$ cat src/rtl/bcd_scan_display_pkg.sv
// Shared segment constants and helpers for the BCD scan display.
package bcd_scan_display_pkg;

  // Active-low segment patterns, bit order {g,f,e,d,c,b,a}
  localparam logic [6:0] SEG_0     = 7'h40;
  localparam logic [6:0] SEG_1     = 7'h79;
  localparam logic [6:0] SEG_2     = 7'h24;
  localparam logic [6:0] SEG_3     = 7'h30;
  localparam logic [6:0] SEG_4     = 7'h19;
  localparam logic [6:0] SEG_5     = 7'h12;
  localparam logic [6:0] SEG_6     = 7'h02;
  localparam logic [6:0] SEG_7     = 7'h78;
  localparam logic [6:0] SEG_8     = 7'h00;
  localparam logic [6:0] SEG_9     = 7'h10;
  localparam logic [6:0] SEG_BLANK = 7'h7F;
  localparam logic [6:0] SEG_DASH  = 7'h3F;

  localparam logic [3:0] AN_OFF    = 4'b1111;

  // Non-BCD nibbles render as a dash so corrupt input is visible on the board.
  function automatic logic [6:0] nibble_to_seg(input logic [3:0] nib);
    logic [6:0] seg;
    case (nib)
      4'd0:    seg = SEG_0;
      4'd1:    seg = SEG_1;
      4'd2:    seg = SEG_2;
      4'd3:    seg = SEG_3;
      4'd4:    seg = SEG_4;
      4'd5:    seg = SEG_5;
      4'd6:    seg = SEG_6;
      4'd7:    seg = SEG_7;
      4'd8:    seg = SEG_8;
      4'd9:    seg = SEG_9;
      default: seg = SEG_DASH;
    endcase
    return seg;
  endfunction

  // True when any of the four nibbles is outside 0..9.
  function automatic logic has_non_bcd(input logic [15:0] val);
    logic bad;
    bad = 1'b0;
    for (int i = 0; i < 4; i++) begin
      if (val[4*i +: 4] > 4'd9) bad = 1'b1;
    end
    return bad;
  endfunction

endpackage

$ cat src/rtl/bcd_seg_decode.sv
// Combinational nibble-to-segment converter with a blank override.
// Usable on its own for a static single-digit display.
module bcd_seg_decode
  import bcd_scan_display_pkg::*;
(
  input  logic [3:0] i_nibble,
  input  logic       i_blank,
  output logic [6:0] o_seg
);

  // Blank wins over the digit value
  always_comb begin
    o_seg = SEG_BLANK;
    if (!i_blank) o_seg = nibble_to_seg(i_nibble);
  end

endmodule

$ cat src/rtl/bcd_scan_display.sv
// Four-digit multiplexed 7-segment driver for a packed-BCD value.
// A snapshot of the input is taken once per scan frame so a frame never
// mixes digits from two different input values.
module bcd_scan_display
  import bcd_scan_display_pkg::*;
#(
  parameter int DIV      = 50000,
  parameter int GUARD    = 1,
  parameter bit BLANK_LZ = 1'b1
) (
  input  logic        i_clk,
  input  logic        i_rst,
  input  logic [15:0] i_dec,
  output logic [3:0]  o_an,
  output logic [6:0]  o_seg,
  output logic        o_frame,
  output logic        o_err
);

  localparam int             PW       = (DIV > 1) ? $clog2(DIV) : 1;
  localparam logic [PW-1:0]  PRE_LAST = PW'(DIV - 1);
  localparam logic [PW:0]    GUARD_W  = (PW + 1)'(GUARD);

  logic [PW-1:0] r_pre;
  logic [1:0]    r_idx;
  logic [15:0]   r_snap;

  logic          w_slot_end;
  logic          w_frame_end;
  logic          w_guard;
  logic          w_blank;
  logic [3:0]    w_nib;
  logic [3:0]    w_an;
  logic [6:0]    w_seg_dec;
  logic [6:0]    w_seg;

  bcd_seg_decode u_decode (
    .i_nibble (w_nib),
    .i_blank  (w_blank),
    .o_seg    (w_seg_dec)
  );

  // Slot timing, digit selection, leading-zero blanking and the next output values
  always_comb begin
    w_slot_end  = (r_pre == PRE_LAST);
    w_frame_end = w_slot_end && (r_idx == 2'd3);
    w_guard     = ({1'b0, r_pre} < GUARD_W);
    w_nib       = r_snap[{r_idx, 2'b00} +: 4];
    w_blank     = 1'b0;
    case (r_idx)
      2'd1:    w_blank = BLANK_LZ && (r_snap[15:4]  == 12'h000);
      2'd2:    w_blank = BLANK_LZ && (r_snap[15:8]  == 8'h00);
      2'd3:    w_blank = BLANK_LZ && (r_snap[15:12] == 4'h0);
      default: w_blank = 1'b0;
    endcase
    // Segments are also blanked in the guard window so nothing ghosts onto
    // the next digit while the anodes switch.
    w_an  = AN_OFF;
    w_seg = SEG_BLANK;
    if (!w_guard) begin
      w_an  = ~(4'b0001 << r_idx);
      w_seg = w_seg_dec;
    end
  end

  // Prescaler, digit index, per-frame snapshot and registered outputs
  always_ff @(posedge i_clk) begin
    if (i_rst) begin
      r_pre   <= '0;
      r_idx   <= 2'd0;
      r_snap  <= 16'h0000;
      o_an    <= AN_OFF;
      o_seg   <= SEG_BLANK;
      o_frame <= 1'b0;
      o_err   <= 1'b0;
    end else begin
      o_an    <= w_an;
      o_seg   <= w_seg;
      o_frame <= w_frame_end;
      if (w_slot_end) begin
        r_pre <= '0;
        r_idx <= r_idx + 2'd1;
      end else begin
        r_pre <= r_pre + PW'(1);
      end
      // err tracks the snapshot, so it only changes when a snapshot is taken
      if (w_frame_end) begin
        r_snap <= i_dec;
        o_err  <= has_non_bcd(i_dec);
      end
    end
  end

endmodule

$ cat config.mk
export PLATFORM = sky130hd
export DESIGN_NAME = bcd_scan_display
export DESIGN_NICKNAME = d
export VERILOG_FILES = /design/src/rtl/bcd_scan_display_pkg.sv /design/src/rtl/bcd_seg_decode.sv /design/src/rtl/bcd_scan_display.sv
export SDC_FILE = /design/constraint.sdc
export NUM_CORES = 1
export LEC_CHECK = 0
export CAP_MARGIN = 10
export CORE_MARGIN = 4
export CORE_UTILIZATION = 40
export CTS_CLUSTER_SIZE = 30
export DETAILED_ROUTE_END_ITERATION = 6
export HOLD_SLACK_MARGIN = 0.06
export PLACE_DENSITY_LB_ADDON = 0.15
export SETUP_SLACK_MARGIN = 0.15
export SLEW_MARGIN = 10
export SYNTH_ARGS = -nofsm -noshare
export SYNTH_HDL_FRONTEND = slang
export SYNTH_SLANG_ARGS = --single-unit
$ cat constraint.sdc
create_clock -name i_clk -period 2.3 [get_ports i_clk]
set_clock_uncertainty 0.2 [all_clocks]
set_input_delay 0.345 -clock i_clk [delete_from_list [all_inputs] [get_ports i_clk]]
set_output_delay 0.345 -clock i_clk [all_outputs]
set_load 0.01 [all_outputs]
After elaboration in Yosys (flattened, before gate mapping)

Memory sizes are Yosys's and may differ from the RTL's. A register that Yosys moved wholly into a read port is not among the register bits.
Index checks and enable logic that the tools add are counted.

Output and inout bits: 13
Register bits: 40
Memories: 1
Bits in read-only memories: 112
Bits of input ports: 18

Mux-type cells: 5
Magnitude comparators: 5
Shifts and indexed selects: 2
Reduce and logical (&&, ||, !) cells: 7
Bitwise operators: 1
Add/sub/neg operators: 2
Equality and inequality tests: 4

Memory list:

| name             | words | width | rd ports | clocked after memory_dff | wr ports | RTL line                   | RTL |
|---|---|---|---|---|---|---|---|
| (name not given) | 16    | 7     | 1        | 1                        | 0        | bcd_scan_display_pkg.sv:23 | `case (nib)` |

Operators by type and width:

| operator                                                     | count |
|---|---|
| adder 16 x 1 -> 16 bit (second input constant)               | 1 |
| == test 16 bit (second input constant)                       | 1 |
| greater-than comparator 4 bit (second input constant)        | 4 |
| less-than comparator 16 x 1 -> 1 bit (second input constant) | 1 |
| variable part select 16 x 5 -> 4 bit                         | 1 |
| zero test 12 bit                                             | 1 |
| zero test 8 bit                                              | 1 |
| == test 2 bit (second input constant)                        | 2 |
| zero test 4 bit                                              | 1 |
| two-way mux 1 bit                                            | 4 |
| inverter 4 bit                                               | 1 |
| OR reduction 2 bit                                           | 2 |
| left shift 1 x 2 -> 4 bit (first input constant)             | 1 |
| case mux 1 bit (3 select lines)                              | 1 |
| OR reduction 3 bit                                           | 1 |
| adder 2 x 1 -> 2 bit (second input constant)                 | 1 |
| == test 2 x 1 -> 1 bit (second input constant)               | 1 |
| logical AND 1 bit                                            | 1 |

Logic depth before layout (Yosys ltp)

Gate-level depths: netlist of run 1.

Word-level depth: 5
Depth in mapped cells: 8
Mapped depth without buffers: 7

Cells and area by module

A second synthesis of run 1 with hierarchy kept.

Cell total of the unflattened synthesis: 264
Area total of the unflattened synthesis: 2402.3 um^2

Modules (own cells, without submodules):

| module           | area each (um^2) | times used | cells an instance |
|---|---|---|---|
| bcd_scan_display | 2169.6           | 1          | 229 |
| bcd_seg_decode   | 232.7            | 1          | 35 |

Least setup slack after synthesis of run 1

OpenSTA, ideal clock, no wires.

Path type: register -> register
Start: register r_idx[0]
End: register o_seg[2]
Setup time: 0.131 ns
Stages on the path, launching flop included: 7
Slack: 0.357 ns
Arrival time: 1.611 ns
Buffers on the path: 2
Data required time: 1.969 ns
Cell sequence: dfxtp_1 > buf_6 > mux4_2 > buf_6 > o21a_1 > a211oi_4 > o31ai_1

Longest elaborated chain between the ends: 3
Elaborated cells between the ends (all ways): 6
Those cells by class: 3 x eq/ne; 1 x shift; 1 x mux; 1 x reduce/logical

Ends and longest elaborated chain:

| what                                                           | RTL line               | RTL |
|---|---|---|
| from (decl)                                                    | bcd_scan_display.sv:25 | `logic [1:0] r_idx;` |
| from (signal assigned)                                         | bcd_scan_display.sv:82 | `r_idx <= r_idx + 2'd1;` |
| == test 2 bit / == test 2 x 1 -> 1 bit (equally long branches) | bcd_scan_display.sv:50 | `case (r_idx)` |
| case mux 1 bit (3 select lines)                                | bcd_scan_display.sv:50 |  |
| OR reduction 3 bit (no source line)                            | -                      |  |
| to (decl)                                                      | bcd_scan_display.sv:15 | `output logic [6:0] o_seg,` |

Several ways; a longest one is shown, not always the timed one.
A chain may end at the register's enable or synchronous reset.

Final worst setup path of run 1

Start: register r_pre[13]
End: register r_idx[0]

Longest elaborated chain between the ends: 1

Ends and longest elaborated chain:

| what                   | RTL line               | RTL |
|---|---|---|
| from (decl)            | bcd_scan_display.sv:24 | `logic [PW-1:0] r_pre;` |
| from (signal assigned) | bcd_scan_display.sv:84 | `r_pre <= r_pre + PW'(1);` |
| == test 16 bit         | bcd_scan_display.sv:45 | `w_slot_end = (r_pre == PRE_LAST);` |

No other way between the ends.

==> run metrics, run 1 <==
Slew HR=0.6899; Setup TNS=0 ns; CTS root buf=clkbuf_8; peak supply drop=0.0002360 V; Routability Congestion=0.8074; post-detail-place hpwl=3488 um; Post-layout nets=311; status=finished, final reports clean; Max Slew Vio Count=0; total number of vias=1876; grt total ovfl=0; Synth Warn #=0; CTS tree=done; diodes inserted=0; CTS clk-pin slew, worst paths=0.08 ns; Initial Util=0.4226; clk sink count=47; wire length per cell=14.05 um; critical path peak fanout=5; post-synth top area share=0.4278; Synth top cells by count=47 x dfxtp_1, 25 x a21oi_1, 24 x nand3_1; initial drt markers=132; Area growth syn-to-layout=23.21%; final wirelength=4931 um; Critical Path End Type=register; Place WS=0.1671 ns; Seq/Total Area, Yosys=0.4278; vias per cell=5.345; Mapped Cells=245; DR pass1 iterations=4; Setup-failing EPs final=0; Inst Count DP=342; asr flop ratio synth=0; Final Hold Vio Count=0; number of enable flip-flop cells after synthesis=0; Setup crit start kind=register; cell taking the most area after synthesis=dfxtp_1; Tot GR Track Use=0.1571; syn avg cell area=8.978 um2; CTS Buf Count=5; Die X=82.16 um; vias in the first global route=1702; Final ANT Viol Nets=0; Area contributors post-synth=dfxtp_1 43%, ha_1 6.8%, a21oi_1 5.7%, nand3_1 5.5%, o21ai_1 4.6%; Crit Path Class=register to register; Hold Path Class=register to register; Final Power=1.543 mW; max_cap viols=0; port buffer count=30; initial antenna violation count=0; non-filler instance count after layout=351; H-tree depth=2; first-pass GRT wire length=8121 um; pwr dens=569.4 nW/um2; largest net degree at the start of global routing=21; Post-Syn Nets=275; Core Rows=26; worst slew pin tran=0.4613 ns; Hold WS=0.2737 ns; setup ws final=0.2839 ns; Worst EP arrival=2.04 ns; Yosys reg bits=47; Pleak=0.9588 nW; most common cell in the netlist=dfxtp_1; Skew-Pair Late Insertion Delay=0.30 ns; crit share post-route=0.8766; CTS max path bufs=2; die extent in y=82.16 um; core box area=5205 um2; I/O pin total=31; RSZ-0062 raised after global routing=yes; cts hold-fix bufs=0; DRC viols=0; Top FF cell, synth=dfxtp_1; Worst EP required=2.33 ns; layout cells sized above 1=0.09253; Distinct cells, synth=39; Max Freq=0.4960 GHz; mapped cell area=2200 um2; die area=6749 um2; fin crit period=2.016 ns
worst max-delay path, cell delays in order, from the launching register on:
cell	delay [ns]
dfxtp_1	0.36
nor4_2	0.49
nand4_1	0.20
buf_4	0.21
or3_1	0.34
a21oi_1	0.15
sequential cells by signal, indices dropped and copies added (netlist names):
| signal | count |
|---|---|
| o_seg | 7 |
| r_idx | 2 |
| o_an | 4 |
| o_err | 1 |
| r_snap | 16 |
| o_frame | 1 |
| r_pre | 16 |
what timing repair did:
| action | CTS | global route |
|---|---|---|
| gates resized for setup | 0 | 2 |
| setup endpoints to repair | 0 | 18 |
| setup buffers | 0 | 2 |
stage by stage:
stage / area (um2) / util
4_1_cts: 2691 / 0.5171
3_3_place_gp: 2589 / 0.4974
2_1_floorplan: 2200 / -
5_1_grt: 2710 / 0.5207
3_5_place_dp: 2589 / 0.4974
6_report: 2710 / 0.5207
per-layer routing:
metal  global-route usage  part of all wire  vias up
met5                    0                 0        -
met4              0.04983            0.0073        0
met3              0.03579             0.045        4
met2               0.2286              0.43       43
met1               0.2288              0.52      882
li1                     -                 -      947
logic make-up after synthesis:
group           Yosys count  synth area share
mux                       4           0.04096
flops                    47            0.4278
buf+inv                  22           0.04722
xor+xnor                 10           0.03982
fa+ha+maj                12           0.06826
compound gates           66            0.1758
simple gates             84            0.2002
report_power, final:
group	total, mW	switching (mW)	internal (mW)
sequential	0.838	0.00775	0.830
clock	0.589	0.270	0.319
combinational	0.116	0.0488	0.0677
total	1.54	0.326	1.22
placed cells by master (no fill, tap or decap), types with 4 or more instances in the layout:
master and n:
a21oi_1 25, and3_1 6, buf_4 11, clkbuf_8 5, clkdlybuf4s50_1 30, dfxtp_1 46, ha_1 11, inv_1 10
mux4_2 4, nand2_1 12, nand3_1 24, nand4_1 5, nor2_1 14, nor3_1 6, o21ai_0 8, o21ai_1 20
xnor2_1 5, xor2_1 5
area by class of cell:
class,instances,area (um2)
flip-flops and latches,47,942.2
clock inverters,1,30.03
clock buffers,6,72.57
well taps,70,87.58
fillers,506,2495
multi-input cells,176,1157
inverters,10,37.54
repair buffers,41,382.9
path summary, 6_finish.rpt:
check	from	to	slack [ns]	depth (start not counted)
min reg2reg	r_snap[1]$_SDFFE_PP0P_	r_snap[1]$_SDFFE_PP0P_	0.27	2
max reg2reg	r_pre[13]$_SDFF_PP0_	r_idx[0]$_SDFFE_PP0P_	0.28	5
min	r_snap[1]$_SDFFE_PP0P_	r_snap[1]$_SDFFE_PP0P_	0.27	2
max	r_pre[13]$_SDFF_PP0_	r_idx[0]$_SDFFE_PP0P_	0.28	5
Note: power is estimated with default switching activity, not from simulation.
==> run 2: changes to the inputs <==
ABC_CLOCK_PERIOD_IN_PS = 2300   (was unset)
==> results of run 2 <==
The final DEF is identical to that of run 1; final timing and power are the same.
==> run 3: changes to the inputs <==
CTS_CLUSTER_DIAMETER = 40   (was unset)
==> results of run 3 <==
The final DEF is identical to that of run 1; final timing and power are the same.
